**src/rtl/uart_rx_fifo.sv**
```systemverilog
// Receive-side byte FIFO between the serial receiver and the register block.
// Tracks drops on overflow and drives RTS-style flow control with hysteresis.
module uart_rx_fifo #(
   parameter int DEPTH     = 16,
   parameter int HIGH_MARK = 12,
   parameter int LOW_MARK  = 4
) (
   input  logic                     clk,
   input  logic                     reset,
   input  logic                     wr_stb,
   input  logic [7:0]               wr_data,
   input  logic                     rd_ack,
   input  logic                     flush,
   input  logic                     clr_ovf,
   output logic [7:0]               rd_data,
   output logic                     rd_valid,
   output logic [$clog2(DEPTH):0]   count,
   output logic                     full,
   output logic                     overflow,
   output logic [7:0]               drop_cnt,
   output logic                     rts_stop
);

   localparam int AW = $clog2(DEPTH);
   localparam int CW = AW + 1;
   localparam logic [CW-1:0] DEPTH_C = CW'(DEPTH);
   localparam logic [CW-1:0] HI_C    = CW'(HIGH_MARK);
   localparam logic [CW-1:0] LO_C    = CW'(LOW_MARK);
   localparam logic [AW-1:0] PTR_ONE = AW'(1);
   localparam logic [CW-1:0] CNT_ONE = CW'(1);

   typedef enum logic {GO = 1'b0, STOP = 1'b1} rts_e;

   logic [7:0]    mem_q [DEPTH];
   logic [AW-1:0] wr_ptr_q, wr_ptr_d;
   logic [AW-1:0] rd_ptr_q, rd_ptr_d;
   logic [CW-1:0] count_q, count_d;
   logic          ovf_q, ovf_d;
   logic [7:0]    drop_q, drop_d;
   rts_e          state_q, state_d;

   logic pop_ok, wr_ok, drop;

   assign full     = (count_q == DEPTH_C);
   assign rd_valid = (count_q != '0);
   assign count    = count_q;
   assign rd_data  = mem_q[rd_ptr_q];
   assign overflow = ovf_q;
   assign drop_cnt = drop_q;

   // A full FIFO still takes a byte when the head leaves in the same cycle.
   assign pop_ok = rd_ack & ~flush & rd_valid;
   assign wr_ok  = wr_stb & ~flush & (~full | pop_ok);
   assign drop   = wr_stb & ~flush & full & ~pop_ok;

   always_comb begin
      wr_ptr_d = wr_ptr_q;
      rd_ptr_d = rd_ptr_q;
      count_d  = count_q;
      if (flush) begin
         wr_ptr_d = '0;
         rd_ptr_d = '0;
         count_d  = '0;
      end else begin
         if (wr_ok)
            wr_ptr_d = wr_ptr_q + PTR_ONE;
         if (pop_ok)
            rd_ptr_d = rd_ptr_q + PTR_ONE;
         if (wr_ok && !pop_ok)
            count_d = count_q + CNT_ONE;
         else if (!wr_ok && pop_ok)
            count_d = count_q - CNT_ONE;
      end
   end

   // A drop in the same cycle as a clear leaves exactly one recorded drop.
   always_comb begin
      ovf_d  = ovf_q;
      drop_d = drop_q;
      if (drop) begin
         ovf_d = 1'b1;
         if (clr_ovf)
            drop_d = 8'd1;
         else if (drop_q != 8'hFF)
            drop_d = drop_q + 8'd1;
      end else if (clr_ovf) begin
         ovf_d  = 1'b0;
         drop_d = 8'd0;
      end
   end

   always_ff @(posedge clk or posedge reset) begin
      if (reset) begin
         wr_ptr_q <= '0;
         rd_ptr_q <= '0;
         count_q  <= '0;
         ovf_q    <= 1'b0;
         drop_q   <= 8'd0;
      end else begin
         wr_ptr_q <= wr_ptr_d;
         rd_ptr_q <= rd_ptr_d;
         count_q  <= count_d;
         ovf_q    <= ovf_d;
         drop_q   <= drop_d;
      end
   end

   always_ff @(posedge clk) begin
      if (wr_ok)
         mem_q[wr_ptr_q] <= wr_data;
   end

   always_ff @(posedge clk or posedge reset) begin
      if (reset)
         state_q <= GO;
      else
         state_q <= state_d;
   end

   always_comb begin
      state_d = state_q;
      unique case (state_q)
         GO:   if (count_d >= HI_C) state_d = STOP;
         STOP: if (count_d <= LO_C) state_d = GO;
         default: state_d = GO;
      endcase
   end

   always_comb begin
      rts_stop = (state_q == STOP);
   end

endmodule
```
**config.mk**
```make
export PLATFORM = sky130hd
export DESIGN_NAME = uart_rx_fifo
export DESIGN_NICKNAME = d
export VERILOG_FILES = /design/src/rtl/uart_rx_fifo.sv
export SDC_FILE = /design/constraint.sdc
export NUM_CORES = 1
export LEC_CHECK = 0
export CORE_MARGIN = 8
export CORE_UTILIZATION = 45
export CTS_BUF_LIST = sky130_fd_sc_hd__clkbuf_8
export CTS_CLUSTER_DIAMETER = 60
export DETAILED_ROUTE_END_ITERATION = 16
export GPL_TIMING_DRIVEN = 0
export PLACE_DENSITY = 0.63
export RECOVER_POWER = 50
export SLEW_MARGIN = 20
export SYNTH_ARGS = -nofsm -noshare
export SYNTH_HDL_FRONTEND = slang
export SYNTH_SLANG_ARGS = --single-unit
```
**constraint.sdc**
```tcl
create_clock -name clk -period 3.2 [get_ports clk]
set_input_delay 0.48 -clock clk [delete_from_list [all_inputs] [get_ports clk]]
set_output_delay 0.48 -clock clk [all_outputs]
set_load 0.01 [all_outputs]
```
==> reports/metrics.yaml <==
synth:
  avgSynthCellArea_um2: 15.64
  yosysMostFrequentCell: "edfxtp_1"
  yosysWarnings: 0
  synth-seq-cells: 151
  syn_inst: 410
  ys.flop_type: "edfxtp_1"
  synth-compound-area-share_pct: 6.321
  synth_cell_types: 50
  yosysSeqAreaShare_pct: 68.90
  synth_area_leaders: "edfxtp_1 60%, dfrtp_1 9.0%, mux4_2 5.6%"
  synth_top_family_by_area: "multiplexers"
  synthSimpleGateAreaFrac_pct: 7.959
  synth_nets: 432
  synth_edf_count: 128
  synthMuxAreaShare_pct: 11.43
  async_flop_share_pct: 15.23
  synth_xor_area_share_pct: 1.502
  yosys.area_share.adder_pct: 1.561
  syn_area_um2: 6414
  synth_top_area_cell: "edfxtp_1"
  synth_common_cells: "128 x edfxtp_1, 26 x mux2i_1, 23 x dfrtp_1"
  synth_top_area_share_pct: 59.93
route:
  drc: 0
  route.antenna.remaining_nets: 0
  drt_iter0_markers: 337
  drt_wl_total_mm: 13.76
  first_pass_iters: 4
  viasPerCell: 5.493
  via_count: 3631
  wl_per_cell_um: 20.82
grt:
  grt_max_degree: 24
  antenna_found_initial: 0
  gr-total-overflow: 0
  first_global_vias: 3871
  grt_pass1_wl_mm: 21.74
  grt_usage_pct: 16.15
floorplanning:
  start_util_pct: 46.21
  die_h_um: 135.4
  chipWidth_um: 135.4
  pin_count: 39
  core-area_um2: 13880
  die_area_um2: 18330
  placementRows: 43
clock_tree:
  insertion_delay_ns: 0.44
  cts_buffer_depth: 2
  htree_num_levels: 4
  cts_hold_buffers: 0
  cts_tree: "yes"
  cts_sinks: 151
  numCtsBuffers: 17
  root_buffer: "clkbuf_8"
  clkTransAtPathRegs_ns: 0.08
min_path:
  hp-start: "wr_stb"
  hold_class: "in -> reg"
timing:
  rsz0062_at_grt: "false"
  setup_viol: 0
  finalSetupTns_ns: 0
  slew_violations: 0
  slew_headroom_pct: 35.14
  timing.fmax_mhz: 331.3
  post-route-period-util_pct: 94.33
  skew_ns: 0.007736
  tightest_slew_ns: 0.9719
  period_minus_slack_ns: 3.019
  hold_violations: 0
  fin_ws_ns: 0.1815
worst_setup_path:
  reg2reg_slack_ns: 0.64
  slowest_stage: "clkdlybuf4s50_1"
  path_cells: "buf_6 -> mux2_2 -> o21ai_0 -> a21oi_1 -> o21ai_0 -> nand2_1 -> clkdlybuf4s50_1"
  rr_startpoint: "count[0]$_DFF_PP0_"
  path_depth: 7
  endpoint: "rd_data[4]"
  crit_path_start_kind: "register"
  worstPathRequired_ns: 2.72
  worstRegToRegCells: 7
  cpMostUsedCell: "o21ai_0"
  crit_fanout: 10
  critPathKind: "reg -> out"
  regToRegEndpoint: "mem_q[3][5]$_DFFE_PP_"
  critPathTopFamily: "buffers and inverters"
  startpoint: "rd_ptr_q[0]$_DFFE_PP0P_"
  critPathMaxStageDelay_ns: 0.48
  endpoint_kind: "output pin"
  cp.arrival_ns: 2.54
  path_buf_inv: 2
final_layout:
  areaGrowthSynthToFinish_pct: 17.66
  stdcell_count: 661
  diodes: 0
  final_nets: 490
  drive_gt1_share_pct: 19.96
  stdcell_area_um2: 7546
placed_design:
  place_inst: 630
  dp_hpwl_mm: 9.503
  pre_cts_ws_ns: -0.07923
  place_congestion: 0.7772
  io_buffers: 36
  dpl_cell_area_um2: 7044
run:
  max_cap_viol_count: 0
power:
  p_leak_nw: 2.602
  ir_drop_uv: 313.6
  p_per_area_nw_per_um2: 553.4
run_status:
  status: "finished clean"
## layer usage
layer / GRT usage (%) / vias to the layer above / share of wire, %
li1: - / 1699 / -
met1: 19.86 / 1816 / 43
met2: 26.88 / 101 / 50
met3: 4.711 / 15 / 5.9
met4: 5.182 / 0 / 1.0
met5: 0 / - / 0
## sequential cells by signal, summed over array words and instances (netlist names)
signal,flops
drop_cnt,8
rts_stop,1
mem_q,128
wr_ptr_q,4
rd_ptr_q,4
count,5
overflow,1
## cell families after synthesis
| kind of cell | count (synthesis) |
|---|---|
| multiplexers | 52 |
| buffers and inverters | 35 |
| XOR/XNOR | 11 |
| AND/OR/NAND/NOR | 93 |
| AO/OA/AOI/OAI | 60 |
| adder cells (fa/ha/maj) | 8 |
| flip-flops | 151 |
## per-stage QoR
step,total power [W],hold WS (ns),utilization (%)
final,0.004176,0.3687,54.36
after global routing,0.004332,0.3495,54.36
after CTS,0.004227,0.3235,54.31
after detailed placement,0.002749,0.4725,50.75
after global placement,0.002738,0.4701,50.42
after floorplan,0.002551,0.4819,-
## worst min path at each step
| stage | to | slack, ns | cells past startpoint |
|---|---|---|---|
| final | wr_ptr_q[1]$_DFFE_PP0P_ | 0.37 | 3 |
| after CTS | wr_ptr_q[1]$_DFFE_PP0P_ | 0.32 | 3 |
| after global placement | overflow$_DFFE_PP0P_ | 0.47 | 1 |
| after detailed placement | overflow$_DFFE_PP0P_ | 0.47 | 1 |
| after floorplan | count[0]$_DFF_PP0_ | 0.48 | 1 |
| after global routing | wr_ptr_q[1]$_DFFE_PP0P_ | 0.35 | 3 |
## power breakdown
part / internal (W) / switching [W] / leakage (nW)
logic: 0.000255 / 0.000275 / 0.929
registers: 0.00216 / 0.0000230 / 1.47
clock network: 0.000761 / 0.000705 / 0.204
total: 0.00317 / 0.00100 / 2.60
## worst reg2reg max path, stage by stage, from the launching register on
cell	delay, ns
dfrtp_1	0.46
inv_1	0.10
ha_1	0.25
nor3b_1	0.16
nand2_1	0.16
nand2_1	0.20
nor4_2	0.59
buf_2	0.34
## layout by cell type, fill, tap and decap left out, types with 4 or more instances in the layout
master	synthesis	routed
nor2_1	21	21
o21ai_0	18	18
a22oi_1	9	9
nor2b_1	4	4
mux4_2	16	16
nand3_1	7	7
nor4_2	0	4
dlygate4sd3_1	0	14
nand4_1	6	6
and2_1	10	9
a21oi_1	13	13
mux2_2	9	9
xor2_1	8	8
inv_1	15	17
ha_1	8	8
mux2i_1	26	26
clkdlybuf4s50_1	0	22
a221oi_2	0	6
nor3b_1	4	4
buf_4	0	4
edfxtp_1	128	128
nor3_1	4	4
nand2_1	19	19
dfrtp_1	23	22
clkbuf_8	0	17
buf_6	1	4
buf_2	8	7
## cell type report
class                   count  area [µm²]
inverters                  15       56.30
repair buffers             41       387.9
well taps                 180       225.2
fillers                  1161        6335
clock inverters            15       161.4
plain buffers              18       123.9
flip-flops and latches    151        4420
clock buffers              17       234.0
multi-input cells         224        1937
## repair_timing
action | 4_1_cts | 5_1_grt
pin swaps | 1 | 0
gates resized for setup | 26 | 7
endpoints found under the setup margin | 8 | 8
buffers inserted | 1 | 0
No activity file was read; power rests on OpenSTA's default activity.
